**config.mk**
```make
export PLATFORM = sky130hd
export DESIGN_NAME = opb_status_snapshot_ctrl
export DESIGN_NICKNAME = d
export VERILOG_FILES = /design/src/rtl/opb_status_snapshot_ctrl.sv
export SDC_FILE = /design/constraint.sdc
export NUM_CORES = 1
export LEC_CHECK = 0
export ABC_CLOCK_PERIOD_IN_PS = 3500
export BUFFER_PORTS_ARGS = -buffer_cell sky130_fd_sc_hd__buf_2
export CORE_MARGIN = 2
export CORE_UTILIZATION = 25
export CTS_BUF_LIST = sky130_fd_sc_hd__clkbuf_8
export DETAILED_ROUTE_END_ITERATION = 8
export MAX_ROUTING_LAYER = met4
export SETUP_SLACK_MARGIN = 0.02
export SKIP_CTS_REPAIR_TIMING = 1
export SLEW_MARGIN = 20
export SYNTH_ARGS = -nofsm -noshare
export SYNTH_HDL_FRONTEND = slang
export SYNTH_SLANG_ARGS = --single-unit
```
**constraint.sdc**
```tcl
create_clock -name OPB_Clk -period 3.5 [get_ports OPB_Clk]
set_input_delay 0.7 -clock OPB_Clk [delete_from_list [all_inputs] [get_ports OPB_Clk]]
set_output_delay 0.7 -clock OPB_Clk [all_outputs]
set_load 0.01 [all_outputs]
```
**src/rtl/opb_status_snapshot_ctrl.sv**
```systemverilog
// opb_status_snapshot_ctrl
//   OPB slave that captures N_SRC 32-bit status words on a single clock edge
//   so software can read a coherent multi-word snapshot.
//   A capture is started by a CTRL write (bit0) or by a rising edge on ext_trig
//   when ext_en is set. An optional settle delay runs before the capture.
//
// Ports
//   OPB_Clk, OPB_Rst          clock, synchronous active-high reset
//   OPB_ABus/BE/DBus/RNW      OPB request (big-endian bit numbering)
//   OPB_select, OPB_seqAddr   transfer request, sequential hint (unused)
//   Sl_DBus, Sl_xferAck       read data (valid only while acked), acknowledge
//   Sl_errAck/retry/toutSup   tied low
//   status_in                 word i at status_in[32i+31:32i]
//   ext_trig                  hardware trigger, synchronous to OPB_Clk
//   snap_busy, snap_done      sequence in progress, snapshot valid
module opb_status_snapshot_ctrl #(
  parameter logic [31:0] C_BASEADDR    = 32'h01080C00,
  parameter logic [31:0] C_HIGHADDR    = 32'h01080CFF,
  parameter int          C_OPB_AWIDTH  = 32,
  parameter int          C_OPB_DWIDTH  = 32,
  parameter int          N_SRC         = 4,
  parameter int          SETTLE_CYCLES = 2
) (
  input  logic                    OPB_Clk,
  input  logic                    OPB_Rst,
  input  logic [0:C_OPB_AWIDTH-1] OPB_ABus,
  input  logic [0:3]              OPB_BE,
  input  logic [0:C_OPB_DWIDTH-1] OPB_DBus,
  input  logic                    OPB_RNW,
  input  logic                    OPB_select,
  input  logic                    OPB_seqAddr,
  output logic [0:C_OPB_DWIDTH-1] Sl_DBus,
  output logic                    Sl_xferAck,
  output logic                    Sl_errAck,
  output logic                    Sl_retry,
  output logic                    Sl_toutSup,
  input  logic [32*N_SRC-1:0]     status_in,
  input  logic                    ext_trig,
  output logic                    snap_busy,
  output logic                    snap_done
);

  typedef enum logic [1:0] {S_IDLE, S_WAIT, S_CAPTURE} state_t;

  state_t      r_state;
  logic [7:0]  r_cnt;
  logic        r_done;
  logic        r_ext_en;
  logic [7:0]  r_snap_cnt;
  logic [7:0]  r_ovr;
  logic [31:0] r_snap [N_SRC];

  logic        r_ack;
  logic [5:0]  r_off;
  logic        r_rnw;
  logic        r_be3;
  logic [2:0]  r_wbits;

  logic        r_ext_p0;
  logic        r_ext_pulse_p1;

  logic        w_hit;
  logic        w_busy;
  logic        w_ctrl_wr;
  logic        w_clear;
  logic        w_trig;
  logic [31:0] w_rdata;
  logic        w_unused;

  assign w_hit     = OPB_select && (OPB_ABus >= C_BASEADDR) && (OPB_ABus <= C_HIGHADDR);
  assign w_busy    = (r_state != S_IDLE);
  // Writes commit in the acknowledge cycle using the request latched at hit.
  assign w_ctrl_wr = r_ack && !r_rnw && (r_off == 6'd0) && r_be3;
  assign w_clear   = w_ctrl_wr && r_wbits[1];
  // Software and hardware triggers merge into one; coincident sources count once.
  assign w_trig    = (w_ctrl_wr && r_wbits[0]) || r_ext_pulse_p1;
  assign w_unused  = ^{OPB_seqAddr, OPB_BE[0:2], OPB_DBus[0:C_OPB_DWIDTH-4]};

  always_ff @(posedge OPB_Clk) begin
    if (OPB_Rst) begin
      r_state        <= S_IDLE;
      r_cnt          <= 8'd0;
      r_done         <= 1'b0;
      r_ext_en       <= 1'b0;
      r_snap_cnt     <= 8'd0;
      r_ovr          <= 8'd0;
      r_ack          <= 1'b0;
      r_ext_p0       <= 1'b0;
      r_ext_pulse_p1 <= 1'b0;
      for (int i = 0; i < N_SRC; i++) r_snap[i] <= 32'd0;
    end else begin
      // Bus stage: ack one cycle after hit, never on two consecutive cycles.
      r_ack <= w_hit && !r_ack;
      if (w_hit && !r_ack) begin
        r_off   <= OPB_ABus[24:29];
        r_rnw   <= OPB_RNW;
        r_be3   <= OPB_BE[3];
        r_wbits <= OPB_DBus[C_OPB_DWIDTH-3:C_OPB_DWIDTH-1];
      end

      // Edge-detect stage: rising edge in cycle E becomes a trigger in E+1.
      r_ext_p0       <= ext_trig;
      r_ext_pulse_p1 <= r_ext_en && ext_trig && !r_ext_p0;

      if (w_ctrl_wr) r_ext_en <= r_wbits[2];

      // Clear wins over a coincident overrun.
      if (w_clear)                                r_ovr <= 8'd0;
      else if (w_trig && w_busy && r_ovr != 8'hFF) r_ovr <= r_ovr + 8'd1;

      // A capture wins over a coincident clear.
      if (r_state == S_CAPTURE) r_done <= 1'b1;
      else if (w_clear)         r_done <= 1'b0;

      case (r_state)
        S_IDLE: begin
          if (w_trig) begin
            if (SETTLE_CYCLES == 0) begin
              r_state <= S_CAPTURE;
            end else begin
              r_state <= S_WAIT;
              r_cnt   <= 8'(SETTLE_CYCLES);
            end
          end
        end
        S_WAIT: begin
          if (r_cnt <= 8'd1) r_state <= S_CAPTURE;
          else               r_cnt   <= r_cnt - 8'd1;
        end
        S_CAPTURE: begin
          for (int i = 0; i < N_SRC; i++) r_snap[i] <= status_in[32*i +: 32];
          r_snap_cnt <= r_snap_cnt + 8'd1;
          r_state    <= S_IDLE;
        end
        default: r_state <= S_IDLE;
      endcase
    end
  end

  // Read mux sees the registers as they stand in the ack cycle, so a read
  // acked in the capture cycle still returns the previous snapshot.
  always_comb begin
    w_rdata = 32'd0;
    if (r_off == 6'd0) w_rdata = {8'd0, r_ovr, r_snap_cnt, 5'd0, r_ext_en, w_busy, r_done};
    for (int i = 0; i < N_SRC; i++) begin
      if (r_off == 6'(4 + i)) w_rdata = r_snap[i];
    end
  end

  assign Sl_DBus    = (r_ack && r_rnw) ? w_rdata : '0;
  assign Sl_xferAck = r_ack;
  assign Sl_errAck  = 1'b0;
  assign Sl_retry   = 1'b0;
  assign Sl_toutSup = 1'b0;
  assign snap_busy  = w_busy;
  assign snap_done  = r_done;

endmodule

```
# Word-level counts from Yosys, hierarchy flattened
# Memories as Yosys holds them, arrays and structs flattened.
# Index checks and enable logic that the tools add are counted.
# totals
regBits	42
ramBits	128
input_bits	202
out_inout_bits	38
wordCells	84
memories	1
# op_classes
add_sub_neg	3
order_cmp	3
n_eq_ne	10
muxes	23
n_bitwise	5
n_reduce_logical	26
# memory_table
memory	depth	word_bits	read_ports	rd_ports_with_merged_regs	write_ports	line_no	rtl
r_snap	4	32	4	0	4	51	logic [31:0] r_snap [N_SRC];
# op_table
operator	count
$mux 32	9
$ge 32x25->1 const B	1
$le 32x25->1 const B	1
$eq 6x3->1 const B	4
$mux 24	1
$add 8x1->8 const B	2
$mux 8	2
$pmux 8 s2	1
$logic_and 1x1->1	13
$le 8x1->1 const B	1
$ne 8x8->1 const B	1
$sub 8x1->8 const B	1
$mux 1	7
$logic_not 6->1	1
$ne 2x2->1 const B	3
$reduce_bool 2->1	3
$mux 2	2
$or 1x1->1	4
$pmux 2 s2	1
$reduce_and 2->1	2
$logic_not 1->1	3
$reduce_and 3->1	1
$eq 2x1->1 const B	1
$eq 2x2->1 const B	1
4 further kinds	4

# Depth between registers and ports, before layout
# Gate-level depths: netlist of run 1.
# depth
depth_word	8
mapped_depth	7

# Worst setup path before layout of run 1
# OpenSTA, ideal clock, no wires.
# synth_timing
kind	input -> register
startpoint	input OPB_Rst
endpoint	memory r_snap[0][0], enable pin
t_arrival_ns	2.593
slack_ns	0.474
cell_stages	2
path_cell_list	clkbuf_1 -> or2_2
# synth_lines
element	line_no	rtl
start: declaration	25	input logic OPB_Rst,
end: declaration	51	

# Final worst setup path of run 1
# layout_timing
startpoint	register r_off[5]
endpoint	output Sl_DBus[1] (netlist name)
# layout_via
elab_chain_cells	6
elab_cells_between_ends	9
# layout_rtl
element	line_no	rtl
start: declaration	54	logic [5:0] r_off;
start signal: assignment	95	r_off <= OPB_ABus[24:29];
$eq 6x3->1	146	if (r_off == 6'(4 + i)) w_rdata = r_snap[i];
$mux 32 (3 in series)	146	
$mux 32 (*)	146	
$mux 32 (*)	150	assign Sl_DBus = (r_ack && r_rnw) ? w_rdata : '0;
end: declaration	32	output logic [0:C_OPB_DWIDTH-1] Sl_DBus,
# Every way passes the cells marked *; elsewhere a longest branch is shown, timed or not.

==> impl_metrics.py, run 1 <==
metrics = {
    "power": {
        "leakagePower_uw": 0.00377,
        "pwr-share-comb": 0.040,
        "switching_share": 0.253,
        "switchingPower_uw": 992,
        "seqPwrFrac": 0.571,
        "worst_ir_drop_vdd_v": 0.000204,
        "power_density_mw_per_mm2": 403,
        "clockPowerShare": 0.389,
        "p_int_uw": 2930,
    },
    "global_route": {
        "first_global_vias": 5554,
        "grt_max_degree": 99,
        "grt.overflow.total": 0,
        "grt_usage": 0.130,
        "grt_first_pass_wirelength_mm": 31.3,
        "antenna_found_initial": 6,
    },
    "placement": {
        "dpl-instance-area_mm2": 0.00927,
        "portBuffers": 201,
        "hpwl_mm": 14.1,
        "gp_congestion": 0.765,
    },
    "synthesis": {
        "synth_edf_count": 139,
        "seq_area_frac_synth": 0.619,
        "yosys_warnings": 0,
        "ys_top_cells_by_count": "139 x edfxtp_1, 132 x and2_1, 38 x a22oi_1",
        "synth_top_area_share": 0.539,
        "synthesis.area_mm2": 0.00774,
        "synth_most_common_cell": "edfxtp_1",
        "ys_types": 56,
        "synth_ff_type": "edfxtp_1",
        "synth_top_cell_by_area": "edfxtp_1",
        "avgSynthCellArea_um2": 12.6,
        "ys_seq_elements": 170,
        "netlist_top_cells_area": "edfxtp_1 54%, and2_1 11%, dfxtp_1 8.0%, mux2_2 4.4%, a22oi_1 3.7%",
        "syn_inst": 613,
        "async_flop_share": 0,
    },
    "setup_path": {
        "critPathKind": "reg -> out",
        "crit_required_ns": 2.80,
        "rrSetupSlack_ns": 1.15,
        "end_kind": "output pin",
        "cp_max_fo": 14,
        "r2r-end": "r_snap[3][15]",
        "crit_family": "simple AND/OR/NAND/NOR gates",
        "arrival_ns": 2.56,
        "path_cells": "nor4b_1 -> buf_4 -> and2_2 -> buf_4 -> a222oi_1 -> nor2_1 -> buf_2",
        "setup.worst_path.start_class": "register",
        "critical_path.max_stage_delay_ns": 0.44,
        "rr_startpoint": "r_state[1]",
        "slowest_stage": "edfxtp_1",
        "r2r_cells": 5,
        "worst-path-buf-inv": 3,
        "cpMostUsedCell": "buf_4",
    },
    "sta": {
        "hold_viol": 0,
        "fin_skew_ns": 0.0280,
        "final_max_slew_viol_count": 0,
        "rsz0062_at_grt": "no",
        "tightest_slew_ns": 0.836,
        "period_share": 0.930,
        "setup_viol": 0,
        "finalCriticalPeriod_ns": 3.26,
        "max_freq_ghz": 0.307,
        "max_slew_margin": 0.441,
        "finalSetupTns_ns": 0,
    },
    "floorplan": {
        "dieArea_mm2": 0.0324,
        "start_util": 0.254,
        "core_mm2": 0.0305,
        "io_pins": 240,
        "row_count": 64,
        "die_w_um": 180,
        "die_h_um": 180,
    },
    "routing": {
        "drt_iter0_markers": 282,
        "antenna_left": 0,
        "drc": 0,
        "routedWlPerCell_um": 16.7,
        "dr.pass1.iters": 5,
        "viasPerCell": 4.55,
        "via_count": 5574,
        "wl_mm": 20.5,
    },
    "min_path": {
        "min-delay-path-class": "in -> reg",
        "worstHoldStart": "OPB_ABus[28]",
        "hold_end": "r_off[1]",
        "worstHoldPathCells": 1,
    },
    "clocking": {
        "worstSkewPairLatency_ns": 0.49,
        "htree_levels": 4,
        "cts_buffers": 17,
        "numClockSinks": 170,
        "clockBufferDepth": 2,
        "ctsRootBufferMaster": "clkbuf_8",
        "cts_tree": "done",
        "cts.clk_slew.worst_paths_ns": 0.12,
    },
    "cells_and_area": {
        "seq_area_mm2": 0.00479,
        "synthToLayoutAreaGrowth_pct": 25.7,
        "fill_cells": 3071,
        "multi_input_area_mm2": 0.00274,
        "final_cell_area_mm2": 0.00973,
        "nNetsFinal": 1016,
        "drive_gt1_frac": 0.368,
    },
    "flow_run": {
        "drv_cap": 0,
    },
    "status": {
        "status": "finished, final reports clean",
    },
}
==> flip-flops by register name, summed over array words and instances, names as in the netlist, 2 cells and up <==
signal,cells
r_state,2
r_cnt,8
r_snap_cnt,8
r_ovr,8
r_wbits,3
r_off,6
r_snap,128
==> cells in the final DEF, fill, tap and decap left out, types with 3 or more instances in the layout <==
| cell type | synthesis | routed |
|---|---|---|
| o31ai_1 | 8 | 8 |
| and3_1 | 3 | 3 |
| nand4_1 | 10 | 10 |
| inv_8 | 0 | 3 |
| buf_2 | 16 | 201 |
| nor3_1 | 6 | 5 |
| o21ai_0 | 6 | 6 |
| ha_1 | 4 | 4 |
| a21oi_1 | 32 | 32 |
| conb_1 | 1 | 3 |
| a222oi_1 | 13 | 13 |
| nor4_1 | 3 | 3 |
| xor2_1 | 7 | 7 |
| nand3_1 | 6 | 6 |
| diode_2 | 0 | 6 |
| mux2_2 | 30 | 30 |
| nor2b_1 | 4 | 3 |
| dfxtp_1 | 31 | 31 |
| inv_1 | 7 | 7 |
| or3_1 | 6 | 6 |
| and2_1 | 132 | 130 |
| a21o_1 | 3 | 3 |
| nor4b_1 | 4 | 4 |
| buf_4 | 3 | 17 |
| nand2_1 | 5 | 4 |
| clkinv_8 | 0 | 6 |
| edfxtp_1 | 139 | 139 |
| or4_1 | 6 | 6 |
| inv_6 | 0 | 3 |
| clkbuf_8 | 0 | 17 |
| a22oi_1 | 38 | 38 |
| nor2_1 | 28 | 28 |
| buf_12 | 0 | 4 |
==> how the worst max path moves through the flow <==
stage,to,slack [ns],startpoint,cells past startpoint
after floorplan,r_snap[0][0],0.47,OPB_Rst,2
after global placement,Sl_DBus[1],0.69,r_off[5],7
after detailed placement,Sl_DBus[1],0.74,r_off[5],7
after CTS,Sl_DBus[1],0.19,r_off[5],7
after global routing,Sl_DBus[1],0.07,r_off[5],7
final,Sl_DBus[1],0.24,r_off[5],7
==> layout make-up <==
cell class / count / share of cell area
Sequential cell: 170 / 0.493
Multi-Input combinational cell: 392 / 0.282
Timing Repair Buffer: 222 / 0.125
Tap cell: 396 / 0.0509
Clock buffer: 17 / 0.0241
Clock inverter: 15 / 0.0211
Inverter: 7 / 0.00270
Antenna cell: 6 / 0.00154
==> per-layer routing <==
metal	GRT usage	vias to the layer above	routed length (µm)
met5	-	-	0
met4	0.0348	0	203
met3	0.0385	18	1450
met2	0.205	199	9720
met1	0.163	2670	9130
li1	-	2687	-
==> per-stage QoR <==
step                       util  instances  total power, µW  setup slack (ns)  hold WS (ns)
after global routing      0.319       1225             4060            0.0707         0.347
after global placement    0.304       1187             2440             0.691         0.483
final                     0.319       1225             3920             0.244         0.373
after CTS                 0.318       1219             3980             0.191         0.338
after detailed placement  0.304       1187             2450             0.739         0.499
after floorplan               -        615             2330             0.474         0.465
==> power by group through the flow <==
stage	registers, µW	clock network (µW)	logic (µW)
finish	2240	1530	157
global placement	2280	0	157
global route	2250	1640	172
detailed placement	2290	0	159
CTS	2240	1580	160
floorplan	2290	0	46.9
==> kinds of logic after synthesis <==
| family | count (synthesis) | synth area share |
|---|---|---|
| buffers and inverters | 53 | 0.0297 |
| flip-flops | 170 | 0.619 |
| other | 1 | 0.000485 |
| XOR/XNOR | 8 | 0.00905 |
| AO/OA/AOI/OAI | 119 | 0.112 |
| adder cells (fa/ha/maj) | 4 | 0.00647 |
| multiplexers | 32 | 0.0462 |
| AND/OR/NAND/NOR | 226 | 0.176 |
No activity file was read; power rests on OpenSTA's default activity.
==> run 2: changes to the inputs <==
- CORE_ASPECT_RATIO: default -> 1.4
==> impl_metrics.py, run 2 (synthesized netlist as in run 1, its figures left out) <==
metrics = {
    "status": {
        "status": "finished, final reports clean",
    },
    "floorplan": {
        "dieArea_mm2": 0.0324,
        "io_pins": 240,
        "die_h_um": 212,
        "die_w_um": 153,
        "core_mm2": 0.0306,
        "row_count": 76,
        "start_util": 0.253,
    },
    "placement": {
        "hpwl_mm": 14.2,
        "dpl-instance-area_mm2": 0.00921,
        "gp_congestion": 0.795,
        "portBuffers": 201,
    },
    "cells_and_area": {
        "largest_register_ffs": 128,
        "synthToLayoutAreaGrowth_pct": 23.6,
        "seq_area_mm2": 0.00479,
        "nNetsFinal": 1012,
        "multi_input_area_mm2": 0.00275,
        "final_cell_mix": "201 x buf_2, 139 x edfxtp_1, 130 x and2_1",
        "top_register": "r_snap",
        "final_cell_area_mm2": 0.00956,
        "drive_gt1_frac": 0.361,
        "fill_cells": 3171,
        "final_common_cell": "buf_2",
    },
    "setup_path": {
        "arrival_ns": 2.64,
        "cp_max_fo": 8,
        "end_kind": "output pin",
        "rr_startpoint": "r_state[1]",
        "crit_required_ns": 2.80,
        "r2r_cells": 4,
        "critPathKind": "reg -> out",
        "r2r-end": "r_snap[1][4]",
        "setup.worst_path.start_class": "register",
        "rrSetupSlack_ns": 1.28,
    },
    "sta": {
        "fin_skew_ns": 0.0180,
        "final_max_slew_viol_count": 0,
        "finalCriticalPeriod_ns": 3.34,
        "max_slew_margin": 0.423,
        "tightest_slew_ns": 0.864,
        "rsz0062_at_grt": "no",
        "period_share": 0.953,
        "max_freq_ghz": 0.300,
        "setup_viol": 0,
        "hold_viol": 0,
        "finalSetupTns_ns": 0,
    },
    "clocking": {
        "numClockSinks": 170,
        "cts_tree": "done",
        "ctsRootBufferMaster": "clkbuf_8",
        "cts.clk_slew.worst_paths_ns": 0.10,
        "clockBufferDepth": 2,
        "htree_levels": 4,
        "cts_buffers": 17,
        "worstSkewPairLatency_ns": 0.49,
    },
    "routing": {
        "drt_iter0_markers": 399,
        "viasPerCell": 4.50,
        "drc": 0,
        "via_count": 5466,
        "dr.pass1.iters": 4,
        "antenna_left": 0,
        "routedWlPerCell_um": 16.4,
        "wl_mm": 19.9,
    },
    "global_route": {
        "grt_first_pass_wirelength_mm": 29.6,
        "antenna_found_initial": 4,
        "grt.overflow.total": 0,
        "grt_usage": 0.125,
        "grt_max_degree": 89,
        "first_global_vias": 5454,
    },
    "power": {
        "leakagePower_uw": 0.00370,
        "power_density_mw_per_mm2": 380,
        "worst_ir_drop_vdd_v": 0.000204,
    },
    "min_path": {
        "worstHoldStart": "OPB_ABus[28]",
        "min-delay-path-class": "in -> reg",
        "hold_end": "r_off[1]",
        "worstHoldPathCells": 1,
    },
    "flow_run": {
        "drv_cap": 0,
    },
}
## run 2: cell types whose count changed in the layout (fill, tap and decap cells not counted), moves of 2 or more
cell,delta
inv_8,-2
clkinvlp_4,+2
clkinv_4,+3
inv_6,-2
buf_4,-2
buf_12,-2
clkinv_2,+3
clkinv_8,-6
clkinv_1,+2
## run 2: per-layer routing
metal / share of wire / global-route usage / up-vias
met3: 0.049 / 0.0302 / 19
met1: 0.40 / 0.133 / 2609
met5: 0 / - / -
met4: 0.015 / 0.0520 / 0
li1: - / - / 2676
met2: 0.54 / 0.223 / 162
## run 2: stage by stage
stage | power, µW | cells | setup WS (ns) | hold slack (ns) | utilization
floorplan | 2330 | 615 | 0.474 | 0.465 | -
global placement | 2440 | 1177 | 0.653 | 0.479 | 0.301
detailed placement | 2440 | 1177 | 0.626 | 0.490 | 0.301
CTS | 3690 | 1209 | 0.0329 | 0.333 | 0.312
global route | 3770 | 1213 | 0.0341 | 0.336 | 0.312
finish | 3630 | 1214 | 0.165 | 0.385 | 0.312
## run 2: worst max-delay path by stage
stage / start / slack, ns / endpoint / depth (start not counted)
detailed placement: r_off[4] / 0.63 / Sl_DBus[8] / 7
global route: r_off[5] / 0.03 / Sl_DBus[29] / 7
finish: r_off[5] / 0.16 / Sl_DBus[29] / 7
global placement: r_off[5] / 0.65 / Sl_DBus[15] / 7
CTS: r_off[5] / 0.03 / Sl_DBus[8] / 7
floorplan: OPB_Rst / 0.47 / r_snap[0][0] / 2
## run 2: where the power goes
| part | switching [µW] | internal (µW) |
|---|---|---|
| sequential | 12.5 | 2230 |
| clock | 749 | 489 |
| combinational | 71.6 | 82.1 |
| total | 833 | 2800 |
## run 2: critical path, cell delays in order (launching register included)
cell and delay (ns):
edfxtp_1 0.44, nor4b_1 0.41, buf_4 0.21, and3b_2 0.26, buf_4 0.19, a22oi_1 0.14, a21oi_1 0.30, buf_2 0.21
## run 2: area by class of cell
| cell class | count | area share |
|---|---|---|
| inverters | 7 | 0.00275 |
| multi-input cells | 392 | 0.287 |
| flip-flops and latches | 170 | 0.501 |
| clock buffers | 17 | 0.0245 |
| repair buffers | 218 | 0.121 |
| well taps | 390 | 0.0510 |
| clock inverters | 15 | 0.0110 |
| diodes | 5 | 0.00131 |
